--- config.mk ---
export PLATFORM = sky130hd
export DESIGN_NAME = simple_fifo_arbiter
export DESIGN_NICKNAME = d
export VERILOG_FILES = /design/src/rtl/simple_fifo_arb_pkg.sv /design/src/rtl/simple_fifo_arbiter_rr_pick.sv /design/src/rtl/simple_fifo_arbiter.sv
export SDC_FILE = /design/constraint.sdc
export NUM_CORES = 1
export LEC_CHECK = 0
export ABC_AREA = 1
export BUFFER_PORTS_ARGS = -buffer_cell sky130_fd_sc_hd__buf_2
export CORE_AREA = 2 2 133 135
export DETAILED_ROUTE_END_ITERATION = 16
export DIE_AREA = 0 0 135 137
export PLACE_DENSITY_LB_ADDON = 0.2
export SYNTH_ARGS = -nofsm -noshare
export SYNTH_HDL_FRONTEND = slang
export SYNTH_HIERARCHICAL = 1
export SYNTH_SLANG_ARGS = --single-unit
--- constraint.sdc ---
create_clock -name sys_clock_i -period 2.5 [get_ports sys_clock_i]
set_input_delay 0.375 -clock sys_clock_i [delete_from_list [all_inputs] [get_ports sys_clock_i]]
set_output_delay 0.375 -clock sys_clock_i [all_outputs]
set_load 0.05 [all_outputs]
--- src/rtl/simple_fifo_arb_pkg.sv ---
// Shared types and helpers for the round-robin FIFO write arbiter.
package simple_fifo_arb_pkg;

  typedef enum logic {
    ST_IDLE = 1'b0,
    ST_LOCK = 1'b1
  } arb_state_e;

  function automatic int id_width(input int n);
    return (n <= 1) ? 1 : $clog2(n);
  endfunction

endpackage

--- src/rtl/simple_fifo_arbiter_rr_pick.sv ---
// Combinational round-robin picker: first set request at or after start_i, wrapping.
module rr_pick #(
  parameter int N     = 4,
  parameter int IDX_W = 2
) (
  input  logic [N-1:0]     req_i,
  input  logic [IDX_W-1:0] start_i,
  output logic [N-1:0]     gnt_o,
  output logic [IDX_W-1:0] idx_o,
  output logic             any_o
);

  int               pos;
  logic [IDX_W-1:0] pos_idx;

  // Walk from the farthest offset back to start so the nearest request wins last.
  always_comb begin
    gnt_o   = '0;
    idx_o   = '0;
    any_o   = 1'b0;
    pos     = 0;
    pos_idx = '0;
    for (int k = N - 1; k >= 0; k--) begin
      pos = int'(start_i) + k;
      if (pos >= N) pos = pos - N;
      pos_idx = IDX_W'(pos);
      if (req_i[pos_idx]) begin
        gnt_o          = '0;
        gnt_o[pos_idx] = 1'b1;
        idx_o          = pos_idx;
        any_o          = 1'b1;
      end
    end
  end

endmodule

--- src/rtl/simple_fifo_arbiter.sv ---
// Round-robin write arbiter in front of a shared FIFO, with its own occupancy credit counter.
// Optional burst lock enabled by defining SIMPLE_FIFO_ARB_BURST_LOCK_EN.
module simple_fifo_arbiter
  import simple_fifo_arb_pkg::*;
#(
  parameter int NUM_REQ    = 4,
  parameter int DATA_W     = 64,
  parameter int FIFO_DEPTH = 8
) (
  input  logic                                     sys_clock_i,
  input  logic                                     sys_reset_i,
  input  logic [NUM_REQ-1:0]                       req_valid_i,
  input  logic [NUM_REQ*DATA_W-1:0]                req_data_i,
`ifdef SIMPLE_FIFO_ARB_BURST_LOCK_EN
  input  logic [NUM_REQ-1:0]                       req_last_i,
`endif
  output logic [NUM_REQ-1:0]                       req_ready_o,
  output logic                                     fifo_write_o,
  output logic [id_width(NUM_REQ)+DATA_W-1:0]      fifo_data_o,
  input  logic                                     fifo_read_i,
  output logic [$clog2(FIFO_DEPTH):0]              level_o,
  output logic                                     err_underflow_o
);

  localparam int ID_W  = id_width(NUM_REQ);
  localparam int LVL_W = $clog2(FIFO_DEPTH) + 1;

  arb_state_e        state_q;
  logic [ID_W-1:0]   lock_id_q;
  logic [ID_W-1:0]   rr_ptr_q;
  logic [LVL_W-1:0]  level_q, level_d;
  logic              err_q, err_d;

  logic [NUM_REQ-1:0] last_w;
  logic [NUM_REQ-1:0] req_masked;
  logic [NUM_REQ-1:0] pick_gnt;
  logic [ID_W-1:0]    pick_idx;
  logic [ID_W-1:0]    sel_idx;
  logic               pick_any;
  logic               space_ok;
  logic               wr;

`ifdef SIMPLE_FIFO_ARB_BURST_LOCK_EN
  assign last_w = req_last_i;
`else
  // Every beat is its own burst, so the lock state is never entered.
  assign last_w = '1;
`endif

  function automatic logic [ID_W-1:0] ptr_inc(input logic [ID_W-1:0] p);
    if (int'(p) == NUM_REQ - 1) return '0;
    return p + ID_W'(1);
  endfunction

  // While locked only the burst owner is visible to the picker.
  always_comb begin
    req_masked = req_valid_i;
    if (state_q == ST_LOCK) begin
      req_masked            = '0;
      req_masked[lock_id_q] = req_valid_i[lock_id_q];
    end
  end

  rr_pick #(
    .N     (NUM_REQ),
    .IDX_W (ID_W)
  ) u_rr_pick (
    .req_i   (req_masked),
    .start_i (rr_ptr_q),
    .gnt_o   (pick_gnt),
    .idx_o   (pick_idx),
    .any_o   (pick_any)
  );

  // Space is judged on the registered level only; a same-cycle read never frees a slot.
  assign space_ok     = (level_q < LVL_W'(FIFO_DEPTH));
  assign wr           = sys_reset_i && space_ok && pick_any;
  assign req_ready_o  = wr ? pick_gnt : '0;
  assign fifo_write_o = wr;
  assign sel_idx      = wr ? pick_idx : rr_ptr_q;
  assign fifo_data_o  = {sel_idx, req_data_i[int'(sel_idx)*DATA_W +: DATA_W]};

  always_comb begin
    level_d = level_q;
    err_d   = err_q;
    if (fifo_read_i && (level_q == '0)) err_d = 1'b1;
    if (wr && !fifo_read_i) begin
      level_d = level_q + LVL_W'(1);
    end else if (!wr && fifo_read_i && (level_q != '0)) begin
      level_d = level_q - LVL_W'(1);
    end
  end

  always_ff @(posedge sys_clock_i) begin
    if (!sys_reset_i) begin
      state_q   <= ST_IDLE;
      lock_id_q <= '0;
      rr_ptr_q  <= '0;
      level_q   <= '0;
      err_q     <= 1'b0;
    end else begin
      level_q <= level_d;
      err_q   <= err_d;
      if (wr) begin
        case (state_q)
          ST_IDLE: begin
            if (!last_w[pick_idx]) begin
              state_q   <= ST_LOCK;
              lock_id_q <= pick_idx;
            end else begin
              rr_ptr_q <= ptr_inc(pick_idx);
            end
          end
          ST_LOCK: begin
            if (last_w[pick_idx]) begin
              state_q  <= ST_IDLE;
              rr_ptr_q <= ptr_inc(pick_idx);
            end
          end
          default: state_q <= ST_IDLE;
        endcase
      end
    end
  end

  assign level_o         = level_q;
  assign err_underflow_o = err_q;

endmodule

==> key figures <==
CTS
  • Cts bufs inserted: 3
  • H-Tree Level Count: 1
  • CTS root buffer: clkbuf_16
  • Clock buffer depth: 2
  • Clk sink count: 7
  • Clock slew at reported path FFs: 0.04 ns
  • Clock Latency Late Sink: 0.23 ns
  • CTS tree: yes

Outcome
  • Status: complete, but fails checks
  • Failing checks: negative setup slack

Layout
  • Layout cells sized above 1: 54.6%
  • Nets: 1551
  • Area grow syn2layout: 124%
  • Antenna Cells: 0

Timing
  • Maximum clock rate: 350 MHz
  • Period utilization: 114%
  • Setup TNS: -19.34 ns
  • Hold Slack: 0.463 ns
  • Final Hold Viols: 0
  • Worst-margin pin slew: 0.272 ns
  • Setup Viol. Count Final: 65
  • RSZ-0062 raised after global routing: true
  • Max-slew violation count: 0
  • Tmin final: 2.85 ns
  • Clk_skew: 0.000521 ns
  • Fin worst setup slack: -0.353 ns
  • Max transition margin: 82.0%

Place
  • DPL Wire Length: 13900 um
  • Final Wtd Congestion: 0.834
  • # port buffers: 338

Route
  • DRT antenna net count: 0
  • DR pass1 iterations: 5
  • Drt wl/cell: 13.7 um
  • DRC viols: 0
  • Routed wire length: 20500 um
  • Iteration-0 DRC count of the detailed router: 201
  • Vias per cell: 4.30
  • DR vias: 6447

Floorplan
  • Die H: 137 um
  • Die Span X: 135 um
  • IO Pins: 339
  • Starting Density: 24.0%
  • Core area: 17100 um^2
  • Die ar.: 18500 um^2
  • Row count: 48

Worst setup path
  • Critical path endpoint category: output port
  • Worst path top cell family by delay: buffers and inverters
  • CP Cell Sequence: inv_6, ha_4, nand3_4, nand2_4, inv_4, a21oi_1, o21ai_4, o21ai_4, clkbuf_16, clkbuf_16, nand2_1, nand3_2, nand2_4, buf_8
  • CP Launch Type: register
  • Kind of critical path: reg -> out
  • Buf/Inv on CP: 5
  • CP max stage cell: dfxtp_4
  • Req. time, crit path: 2.12 ns
  • Max stage delay on crit path: 0.36 ns
  • Crit path max fanout: 8
  • Arrival time at the worst endpoint: 2.48 ns

Synth
  • Synth warn: 6
  • Sequential area share after synthesis: 3.42%
  • Post-synthesis area per instance: 4.54 um^2
  • Synthesized flop and latch total: 7
  • Post-synthesis cell area: 4090 um^2
  • Synthesized instance count: 901
  • Synthesized net count: 1176
  • Post-synth cell types: 27

Worst hold path
  • Min-Delay Path Class: reg -> reg

Global route
  • Via count of the first global-routing pass: 5886
  • GRT Util Overall: 18.8%
  • Global-route wire length before repair: 28400 um
  • Initial antenna violation count: 0
  • Congestion Overflow GR: 0
  • Largest net degree at the start of global routing: 24

Run
  • Max Cap Violations: 0
==> sequential cells by signal, summed over array words and instances (netlist names) <==
register         cells
level_o              4
rr_ptr_q             2
err_underflow_o      1
==> cell families after synthesis <==
kind of cell | synth area share, %
compound gates | 2.29
xor+xnor | 0.214
fa+ha+maj | 3.85
buf+inv | 34.6
flops | 3.42
simple gates | 55.6
==> path summary, 6_finish.rpt <==
path                                 from                      endpoint  slack [ns]  depth (start not counted)
max reg2reg      rr_ptr_q[0]$_SDFFE_PN0P_       level_o[3]$_SDFFE_PN0P_        0.13                         18
min reg2reg  err_underflow_o$_SDFFE_PN0P_  err_underflow_o$_SDFFE_PN0P_        0.46                          1
min          err_underflow_o$_SDFFE_PN0P_  err_underflow_o$_SDFFE_PN0P_        0.46                          1
max              rr_ptr_q[0]$_SDFFE_PN0P_               fifo_data_o[12]       -0.35                         14
==> through the flow <==
stage / instances / setup WS, ns / cell area [um^2] / utilization (%)
global placement: 1463 / -0.280 / 6760 / 39.6
global route: 1500 / -0.427 / 9180 / 53.8
finish: 1500 / -0.353 / 9180 / 53.8
CTS: 1484 / -0.322 / 8120 / 47.6
detailed placement: 1463 / -0.321 / 6760 / 39.6
floorplan: 901 / 0.00158 / 4670 / -
==> layout by cell type, fill, tap and decap left out, types with 2 or more instances in the layout <==
master / n
nand3_4: 17
buf_4: 33
inv_1: 277
clkbuf_16: 14
a21oi_1: 8
nand2_2: 55
buf_2: 268
nand2_4: 86
or2_0: 4
buf_8: 56
ha_4: 2
nand3_1: 32
nand2_8: 2
nand3_2: 100
o21ai_4: 3
dfxtp_1: 5
buf_16: 8
buf_12: 19
ha_1: 9
inv_2: 4
nor2_2: 3
nand2_1: 219
nor2_1: 16
inv_4: 2
buf_6: 17
o21ai_0: 3
==> repair_timing <==
action                     4_1_cts  5_1_grt
setup buffers                   10        4
cloned                           7       13
gates resized for setup        264      181
pin swaps                        6       55
hold buffers                     0        0
setup endpoints to repair       66       72
==> worst reg2reg max path, delay by kind of cell, from the launching register on <==
kind / cells / cell delay [ns]
and+or+nand+nor: 11 / 0.95
adders and majority gates: 2 / 0.50
DFF: 1 / 0.36
buffers and inverters: 4 / 0.30
AOI/OAI and AO/OA: 1 / 0.15
==> final cells by class <==
class | instances | area [um^2]
clock buffers | 4 | 78.8
fillers | 1690 | 7880
inverters | 286 | 1100
multi-input cells | 566 | 4070
flip-flops and latches | 7 | 145
well taps | 225 | 282
repair buffers | 412 | 3500
==> synth_stat cells, drive strengths merged <==
| cell type | instances | area share, % |
|---|---|---|
| a21boi | 1 | 0.18 |
| a21oi | 9 | 1.1 |
| and3 | 1 | 0.15 |
| buf | 42 | 8.3 |
| dfxtp | 7 | 3.4 |
| fa | 1 | 0.49 |
| ha | 11 | 3.4 |
| inv | 286 | 26 |
| nand2 | 362 | 34 |
| nand3 | 149 | 19 |
| nor2 | 20 | 2.0 |
| o21a | 1 | 0.18 |
| o21ai | 6 | 0.83 |
| or2 | 4 | 0.61 |
| xnor2 | 1 | 0.21 |
==> per-layer routing <==
metal	vias up	wire [um]	GRT usage [%]
met3	18	1100	1.96
met2	209	10900	35.9
met4	0	218	2.89
met5	-	0	0
met1	2906	8330	22.9
li1	3314	-	-
Power is not shown: default switching activity piles up to over one toggle a cycle in this logic, so the estimate is an artifact.
